## src/rtl/uart_reg_ctrl.sv

```systemverilog
// UART register file and sequencing controller: SR/CR/RXDR/TXDR, RX capture
// with overrun/parity flags, and the TX launch FSM that drives the tx_frontend.
module uart_reg_ctrl #(
  parameter logic [15:0] CLK_DIV_RESET = 16'd868,
  parameter logic        DS_RESET      = 1'b1
) (
  input  logic        clk_i,
  input  logic        rst_i,
  input  logic [7:0]  addr_i,
  input  logic        read_i,
  output logic [31:0] read_data_o,
  input  logic        write_i,
  input  logic [31:0] write_data_i,
  input  logic [10:0] rx_frame_i,
  input  logic        rx_parity_i,
  input  logic        rx_valid_i,
  output logic        tx_transmit_o,
  output logic [7:0]  tx_dr_o,
  input  logic        tx_done_i,
  output logic [15:0] cr_clk_div_o,
  output logic        cr_ds_o,
  output logic        cr_s_o,
  output logic [1:0]  cr_p_o
);

  localparam logic [1:0] REG_SR   = 2'd0;
  localparam logic [1:0] REG_CR   = 2'd1;
  localparam logic [1:0] REG_RXDR = 2'd2;
  localparam logic [1:0] REG_TXDR = 2'd3;

  typedef enum logic [1:0] {
    TX_IDLE,
    TX_LAUNCH,
    TX_BUSY
  } tx_state_t;

  tx_state_t tx_state;
  tx_state_t tx_next;
  logic      tx_launch;

  logic        rxne;
  logic        pe;
  logic        ovr;
  logic        txe;
  logic [7:0]  rxdr;
  logic [7:0]  txdr;
  logic [15:0] cr_clk_div;
  logic        cr_ds;
  logic        cr_s;
  logic [1:0]  cr_p;

  logic        addr_ok;
  logic [1:0]  reg_sel;
  logic        rd_rxdr;
  logic        wr_sr;
  logic        wr_cr;
  logic        wr_txdr;
  logic        rx_load;
  logic        rx_overrun;
  logic [7:0]  rx_byte;
  logic [31:0] rdata;
  logic        unused_bits;

  // Only the four word-aligned addresses in the low nibble map to registers.
  assign addr_ok = (addr_i[7:4] == 4'd0) && (addr_i[1:0] == 2'd0);
  assign reg_sel = addr_i[3:2];
  assign rd_rxdr = read_i  && addr_ok && (reg_sel == REG_RXDR);
  assign wr_sr   = write_i && addr_ok && (reg_sel == REG_SR);
  assign wr_cr   = write_i && addr_ok && (reg_sel == REG_CR);
  assign wr_txdr = write_i && addr_ok && (reg_sel == REG_TXDR);

  // TXE is exactly "no frame in flight", so it falls out of the FSM state.
  assign txe = (tx_state == TX_IDLE);

  // A frame is accepted when RXDR is empty or is being drained this cycle.
  assign rx_load    = rx_valid_i && (!rxne || rd_rxdr);
  assign rx_overrun = rx_valid_i && rxne && !rd_rxdr;
  assign rx_byte    = {rx_frame_i[7] & cr_ds, rx_frame_i[6:0]};

  assign unused_bits = ^{write_data_i[15:8], rx_frame_i[10:8]};

  always_comb begin
    rdata = 32'd0;
    if (addr_ok) begin
      case (reg_sel)
        REG_SR:   rdata = {28'd0, ovr, pe, txe, rxne};
        REG_CR:   rdata = {cr_clk_div, 11'd0, cr_ds, cr_s, cr_p, 1'b0};
        REG_RXDR: rdata = {24'd0, rxdr};
        REG_TXDR: rdata = {24'd0, txdr};
        default:  rdata = 32'd0;
      endcase
    end
  end

  always_comb begin
    tx_next   = tx_state;
    tx_launch = 1'b0;
    case (tx_state)
      TX_IDLE:   if (wr_txdr) tx_next = TX_LAUNCH;
      TX_LAUNCH: begin
        tx_launch = 1'b1;
        tx_next   = TX_BUSY;
      end
      TX_BUSY:   if (tx_done_i) tx_next = TX_IDLE;
      default:   tx_next = TX_IDLE;
    endcase
  end

  always_ff @(posedge clk_i) begin
    if (rst_i) begin
      tx_state      <= TX_IDLE;
      tx_transmit_o <= 1'b0;
      read_data_o   <= 32'd0;
      rxne          <= 1'b0;
      pe            <= 1'b0;
      ovr           <= 1'b0;
      rxdr          <= 8'd0;
      txdr          <= 8'd0;
      cr_clk_div    <= CLK_DIV_RESET;
      cr_ds         <= DS_RESET;
      cr_s          <= 1'b0;
      cr_p          <= 2'd0;
    end else begin
      tx_state      <= tx_next;
      tx_transmit_o <= tx_launch;

      if (read_i)
        read_data_o <= rdata;

      if (rx_load)
        rxdr <= rx_byte;
      if (rx_load)
        rxne <= 1'b1;
      else if (rd_rxdr)
        rxne <= 1'b0;

      // Set events win over a simultaneous write-1-to-clear.
      pe  <= (rx_load && rx_parity_i) || (pe && !(wr_sr && write_data_i[2]));
      ovr <= rx_overrun || (ovr && !(wr_sr && write_data_i[3]));

      if (wr_txdr && txe)
        txdr <= write_data_i[7:0];

      // Frame format is frozen while a frame is being launched or sent.
      if (wr_cr && txe) begin
        cr_clk_div <= write_data_i[31:16];
        cr_ds      <= write_data_i[4];
        cr_s       <= write_data_i[3];
        cr_p       <= write_data_i[2:1];
      end
    end
  end

  assign tx_dr_o      = txdr;
  assign cr_clk_div_o = cr_clk_div;
  assign cr_ds_o      = cr_ds;
  assign cr_s_o       = cr_s;
  assign cr_p_o       = cr_p;

endmodule

```

## config.mk

```make
export PLATFORM = sky130hd
export DESIGN_NAME = uart_reg_ctrl
export DESIGN_NICKNAME = d
export VERILOG_FILES = /design/src/rtl/uart_reg_ctrl.sv
export SDC_FILE = /design/constraint.sdc
export NUM_CORES = 1
export LEC_CHECK = 0
export ABC_AREA = 1
export CAP_MARGIN = 10
export CORE_UTILIZATION = 40
export DETAILED_ROUTE_END_ITERATION = 7
export PLACE_DENSITY_LB_ADDON = 0.05
export SLEW_MARGIN = 10
export SYNTH_ARGS = -nofsm -noshare
export SYNTH_HDL_FRONTEND = slang
export SYNTH_SLANG_ARGS = --single-unit
```

## constraint.sdc

```tcl
create_clock -name clk_i -period 3.5 [get_ports clk_i]
set_input_delay 0.7 -clock clk_i [delete_from_list [all_inputs] [get_ports clk_i]]
set_output_delay 0.7 -clock clk_i [all_outputs]
set_load 0.01 [all_outputs]
```

==> impl_metrics.toml, run 1 <==
[worst_setup_path]
crit_buf_inv = 2
critical_path_class = "in2reg"
required_ps = 3760
crit_fanout = 16
crit_chain = "clkdlybuf4s50_1 -> clkinv_1 -> nor3b_4 -> nand2_1 -> a21oi_1"
critical-path-max-stage-delay_ps = 750
cp_top_family = "buffers and inverters"
crit_arrival_ps = 2660
slowest_stage = "nor3b_4"
setup.worst_path.start_class = "primary input"
endpoint_kind = "register"

[clock_tree]
holdBufCountCts = 0
cts_sinks = 66
cts_root_buffer = "clkbuf_8"
clock_latency_ps = 330
clk_path_buf_depth = 2
cts_tree = "yes"
cts_buffers = 9
clk_pin_slew_ps = 70
cts_htree_levels = 3
postCtsSetupBuffers = 0
cts.repair.resized = 0

[floorplan]
die_x_microns = 83.9
coreArea_sq_um = 6420
initial_utilization_pct = 41.7
io_pins = 119
die_y_microns = 83.9
die-area_sq_um = 7030
rows = 29

[grt]
grt_pass1_wl_mm = 11.9
grt_pass1_vias = 2435
grt.overflow.total = 0
grt_use_total_pct = 21.6
grt_max_degree = 33
antenna_found_initial = 0

[placed_design]
gp_congestion = 0.815
place_hpwl_mm = 4.93
io_buffers = 99

[yosys]
synth_top_area_share_pct = 49.3
yosys.area.top_type = "dfxtp_1"
synth_warnings = 0
ys_seq_area_share_pct = 49.3
synth_area_leaders = "dfxtp_1, nand2_1, nor2_1"
ys_types = 26
syn_avg_cell_area_sq_um = 7.47
synth_area_sq_um = 2680
synth-seq-cells = 66
syn-instance-count = 359

[timing]
rsz0062_at_grt = "no"
tightest_slew_ps = 719
maxSlewHeadroom_pct = 52.0
hold_viol_final = 0
skew_ps = 7.69
fin_crit_ps = 2390
setup_viol_count_final = 0
fin_tns_setup_ps = 0
period_share_pct = 68.4
hold_slack_ps = 445
maxSlewViolCount = 0
fmax_ghz = 0.418

[min_path]
hold_class = "reg2reg"

[detailed_routing]
ant_nets = 0
dr.first_iter.drc_count = 123
wire_per_inst_microns = 13.4
via_per_inst = 4.87
finalWirelength_mm = 7.19
first_pass_iters = 6
vias = 2613
drc = 15

[power_and_ir_drop]
power_frac_comb_pct = 9.0
p_per_area_nw_per_um2 = 378
p_sw_share_pct = 24.4
power.internal_uw = 1100
vdd_drop_max_v = 0.000213
seq_power_share_pct = 52.8
leakagePower_uw = 0.00147
clock_power_share_pct = 38.2
switchingPower_uw = 354

[outcome]
outcome = "finished, violations left"
violations = "design-rule violations"

[run]
max_cap_violations = 0

[final_layout]
layout-drive-gt1-share_pct = 6.52
syn_to_final_growth_pct = 43.6
antenna_cells = 0
layout.nets = 513
flip-flops by register name (all words and copies together) (netlist names), 2 cells and up:
register	flops
read_data_o	24
cr_clk_div_o	16
rxdr	8
tx_dr_o	8
cr_p_o	2
tx_state	2
layout by cell type (no fill, tap or decap), types with 8 or more instances in the layout:
master,n
a21oi_1,35
clkbuf_8,10
clkdlybuf4s50_1,99
conb_1,8
dfxtp_1,66
inv_1,18
nand2_1,87
nand3_1,28
nor2_1,54
o211ai_1,8
o21ai_0,15
cells in the mapped netlist:
library cell	count
a21oi_1	35
clkinv_1	1
buf_2	1
dfxtp_1	66
inv_2	3
buf_4	10
o21ai_1	2
nor2_4	3
buf_6	2
nor2_2	1
o211ai_1	8
nor3_1	1
nand2_2	1
nand4_1	3
inv_1	18
buf_1	1
nand2_1	87
clkbuf_1	11
nand3_1	28
nor2_1	54
o21a_1	1
o21ai_0	15
a31oi_1	3
conb_1	1
nand3_2	2
nor3b_4	1
layer usage:
metal	up-vias	global-route usage (%)	share of wire, %
li1	1342	-	-
met1	1175	27.1	46
met2	86	34.9	47
met3	10	4.06	4.9
met4	0	12.1	2.1
met5	-	0	0
logic make-up (layout without fill, tap and decap cells):
family | count (synthesis) | in the layout | share of synthesized area [%]
simple gates | 181 | 181 | 29.0
flops | 66 | 66 | 49.3
compound gates | 64 | 64 | 12.9
buf+inv | 47 | 141 | 8.59
other cells | 1 | 8 | 0.140
metrics by stage:
step | util (%) | cells | total power [uW] | setup slack, ps | instance area, sq um
global route | 59.9 | 537 | 1520 | 889 | 3850
floorplan | - | 366 | 851 | 1740 | 2710
detailed placement | 57.2 | 521 | 915 | 725 | 3680
global placement | 57.2 | 521 | 914 | 707 | 3680
CTS | 59.9 | 537 | 1470 | 1070 | 3850
finish | 59.9 | 537 | 1450 | 1110 | 3850
area by class of cell:
class	instances	area, sq um
sequential	66	1320
multi-input combinational	253	1150
clock buffer	11	141
tap	77	96.3
fill	615	2570
inverter	22	82.6
clock inverter	5	30.0
timing repair buffer	103	1020
worst reg2reg max path, cell delays in order (launching register included):
cell and delay [ps]:
dfxtp_1 330, nor2_1 530, nand3_1 460, nand2_1 160, nand2_1 60, nor2_1 90
power groups by stage:
stage,clock network (uW),registers (uW),logic (uW)
after floorplan,0,783,67.5
after global placement,0,784,131
after detailed placement,0,784,131
after CTS,572,767,132
after global routing,609,768,146
final,556,767,131
worst paths after layout:
kind                                  start               to  cells past startpoint  slack (ps)
worst min register to register  tx_state[1]    tx_transmit_o                      1         440
worst min-delay path            tx_state[1]    tx_transmit_o                      1         440
worst max-delay path                 read_i  read_data_o[23]                      5        1110
worst max register to register  tx_state[1]       tx_dr_o[4]                      5        1810
Note: power is estimated with default switching activity, not from simulation.
==> run 2: changes to the inputs <==
Clock period 3.5 ns to 2.38 ns, I/O delays scaled along.
==> impl_metrics.toml, run 2 (synthesis gave the netlist of run 1 again) <==
[power_and_ir_drop]
leakagePower_uw = 0.00153
power_frac_comb_pct = 9.0
p_per_area_nw_per_um2 = 566
seq_power_share_pct = 50.8
p_sw_share_pct = 22.3
power_uw = 2220
vdd_drop_max_v = 0.000264
switchingPower_uw = 496
power.internal_uw = 1730
clock_power_share_pct = 40.3

[grt]
grt.overflow.total = 0
antenna_found_initial = 0
grt_pass1_vias = 2551
grt_pass1_wl_mm = 12.1
grt_use_total_pct = 21.8
grt_max_degree = 21

[detailed_routing]
vias = 2676
drc = 16
dr.first_iter.drc_count = 95
first_pass_iters = 6
wire_per_inst_microns = 13.3
finalWirelength_mm = 7.26
via_per_inst = 4.91
ant_nets = 0

[clock_tree]
cts_root_buffer = "clkbuf_8"
cts_tree = "yes"
cts_htree_levels = 3
clk_path_buf_depth = 2
clk_pin_slew_ps = 70
cts_sinks = 66
clock_latency_ps = 330
postCtsSetupBuffers = 0
cts_buffers = 9
holdBufCountCts = 0
cts.repair.resized = 0

[final_layout]
layout-drive-gt1-share_pct = 7.91
final_common_cell = "clkdlybuf4s50_1"
fin_area_sq_um = 3930
final_cell_mix = "clkdlybuf4s50_1, nand2_1, dfxtp_1"
syn_to_final_growth_pct = 46.6
largest_reg_flops = 24
antenna_cells = 0
layout.nets = 522
regMostFlops = "read_data_o"
final_util_pct = 61.2

[floorplan]
die_x_microns = 83.9
coreArea_sq_um = 6420
rows = 29
die-area_sq_um = 7030
die_y_microns = 83.9
io_pins = 119
initial_utilization_pct = 41.7

[worst_setup_path]
required_ps = 2640
reg2regPathDepth = 6
crit_arrival_ps = 2250
setup.worst_path.start_class = "primary input"
endpoint_kind = "register"
critical_path_class = "in2reg"
crit_fanout = 20

[timing]
setup_viol_count_final = 0
hold_slack_ps = 439
skew_ps = 4.40
tightest_slew_ps = 642
fmax_ghz = 0.503
maxSlewViolCount = 0
period_share_pct = 83.6
maxSlewHeadroom_pct = 57.1
hold_viol_final = 0
fin_crit_ps = 1990
rsz0062_at_grt = "no"
fin_tns_setup_ps = 0

[run]
max_cap_violations = 0

[placed_design]
place_hpwl_mm = 5.15
io_buffers = 99
place_area_sq_um = 3740
gp_congestion = 0.863

[outcome]
outcome = "finished, violations left"
violations = "design-rule violations"

[min_path]
hold_class = "reg2reg"
hold_depth = 1
-- run 2: changes by cell type in the layout (fill, tap and decap cells not counted), sizes merged --
cell and change:
buf +9, clkinv -1, bufinv +1, clkinvlp -2
clkbuf +1
-- run 2: critical path: stages --
cell             delay (ps)
clkdlybuf4s50_1         400
nor2_1                  170
nand3_2                 190
nor2_4                  260
nand3_2                 200
inv_2                   360
nor2_1                   70
nor2_1                  120
-- run 2: layout make-up --
cell class	instances	area (sq um)
fill	613	2490
sequential	66	1320
clock inverter	3	40.0
timing repair buffer	112	1090
multi-input combinational	253	1150
inverter	22	82.6
tap	77	96.3
clock buffer	12	145
-- run 2: worst paths after layout --
kind / slack (ps) / to / from
hold / removal: 440 / tx_transmit_o / tx_state[1]
setup / recovery: 390 / cr_clk_div_o[3] / addr_i[1]
setup reg to reg: 980 / cr_clk_div_o[3] / tx_state[1]
hold reg to reg: 440 / tx_transmit_o / tx_state[1]
-- run 2: stage by stage --
| stage | std cells | setup WS [ps] |
|---|---|---|
| 2_1_floorplan | 366 | 841 |
| 3_3_place_gp | 530 | 84.2 |
| 3_5_place_dp | 530 | 44.6 |
| 4_1_cts | 545 | 393 |
| 5_1_grt | 545 | 227 |
| 6_report | 545 | 391 |
-- run 2: per-layer routing --
layer / track usage (%) / wire (microns)
met5: 0 / 0
met4: 9.25 / 104
met3: 4.15 / 372
met2: 37.9 / 3630
met1: 26.3 / 3150
-- run 2: power groups by stage --
stage | logic [uW] | registers, uW | clock network [uW]
after floorplan | 99.3 | 1150 | 0
after global placement | 199 | 1150 | 0
after detailed placement | 201 | 1150 | 0
after CTS | 201 | 1130 | 921
after global routing | 223 | 1130 | 966
final | 200 | 1130 | 895
==> run 3: changes to the inputs <==
Settings changed: CORE_UTILIZATION 40 to 38.
Clock period 2.38 ns to 1.65 ns, I/O delays scaled along.
==> impl_metrics.toml, run 3 (synthesis gave the netlist of run 1 again) <==
[power_and_ir_drop]
power_uw = 3600
p_per_area_nw_per_um2 = 856
leakagePower_uw = 0.00169
vdd_drop_max_v = 0.000588

[clock_tree]
cts_sinks = 66
cts_tree = "yes"
clock_latency_ps = 340
cts_root_buffer = "clkbuf_8"
clk_pin_slew_ps = 70
cts_buffers = 9
postCtsSetupBuffers = 0
clk_path_buf_depth = 2
cts.repair.resized = 0
holdBufCountCts = 0
cts_htree_levels = 3

[timing]
maxSlewViolCount = 0
hold_viol_final = 0
fmax_ghz = 0.631
skew_ps = 4.78
period_share_pct = 96.0
fin_crit_ps = 1580
rsz0062_at_grt = "no"
setup_ws_ps = 66.2
setup_viol_count_final = 0

[worst_setup_path]
crit_buf_inv = 1
critical_path_class = "reg2out"
crit_arrival_ps = 1250
r2r-end = "tx_dr_o[2]"
critical-path-max-stage-delay_ps = 550
r2r_start = "tx_state[1]"
slowest_stage = "clkdlybuf4s50_1"
setup.worst_path.start_class = "register"
cp_top_family = "buffers and inverters"
crit_fanout = 3
reg2regPathDepth = 5
worst-r2r-setup-slack_ps = 400
crit_chain = "clkdlybuf4s50_1"
endpoint_kind = "primary output"
required_ps = 1320

[final_layout]
final_cell_mix = "clkdlybuf4s50_1, nand2_1, dfxtp_1"
syn_to_final_growth_pct = 56.9
final_util_pct = 61.9
largest_reg_flops = 24
antenna_cells = 0
final_common_cell = "clkdlybuf4s50_1"
regMostFlops = "read_data_o"
layout-drive-gt1-share_pct = 11.9
layout.nets = 539

[detailed_routing]
finalWirelength_mm = 7.13
first_pass_iters = 4
dr.first_iter.drc_count = 96
vias = 2665
ant_nets = 0
drc = 0
wire_per_inst_microns = 12.2
via_per_inst = 4.58

[min_path]
hold_class = "reg2reg"
hold_depth = 1
min_to = "tx_transmit_o"
min_from = "tx_state[1]"

[grt]
grt_pass1_wl_mm = 11.7
grt_use_total_pct = 20.4
grt_use_met1_pct = 25.1
grt_busiest_layer = "met2"
grt.overflow.total = 0
globalRouteMet3Util_pct = 6.35
grt_pass1_vias = 2475
antenna_found_initial = 0
grt_max_degree = 35
met2_usage_pct = 34.6

[run]
max_cap_violations = 0

[placed_design]
place_hpwl_mm = 5.29
io_buffers = 99
place_ws_ps = -222
gp_congestion = 0.881

[outcome]
outcome = "completed"

[floorplan]
die_x_microns = 86.0
die_y_microns = 86.0
initial_utilization_pct = 39.4
coreArea_sq_um = 6790
die-area_sq_um = 7390
io_pins = 119
rows = 30
==> run 3: worst max path at each step <==
stage                  endpoint  slack (ps)            start  cells past startpoint
4_1_cts               cr_p_o[0]           3        cr_p_o[0]                      1
3_5_place_dp    cr_clk_div_o[4]        -220        addr_i[7]                      8
2_1_floorplan   cr_clk_div_o[0]         260        addr_i[1]                      7
6_report        cr_clk_div_o[6]          70  cr_clk_div_o[6]                      1
5_1_grt        cr_clk_div_o[10]           8        addr_i[5]                      8
3_3_place_gp    cr_clk_div_o[7]        -180        addr_i[1]                      8
==> run 3: area by class of cell <==
type / count / area (sq um)
inverter: 22 / 82.6
fill: 664 / 2590
multi-input combinational: 253 / 1150
tap: 96 / 120
clock buffer: 10 / 138
sequential: 66 / 1320
clock inverter: 6 / 113
timing repair buffer: 129 / 1270
==> run 3: per-layer routing <==
| metal | part of all wire, % | wire (microns) |
|---|---|---|
| met5 | 0 | 0 |
| met4 | 1.4 | 103 |
| met3 | 6.0 | 430 |
| met2 | 49 | 3480 |
| met1 | 44 | 3120 |
==> run 3: power by group <==
group	internal, uW	switching, uW
Sequential	1610	13.6
Clock	1050	608
Combinational	170	144
Total	2830	765
==> run 3: stage by stage <==
step	setup TNS, ps	instances	area [sq um]	hold WS [ps]
after floorplan	0	366	2710	412
after global routing	0	582	4200	470
after detailed placement	-10250	566	3950	434
final	0	582	4200	439
after global placement	-8260	566	3950	421
after CTS	0	582	4200	445
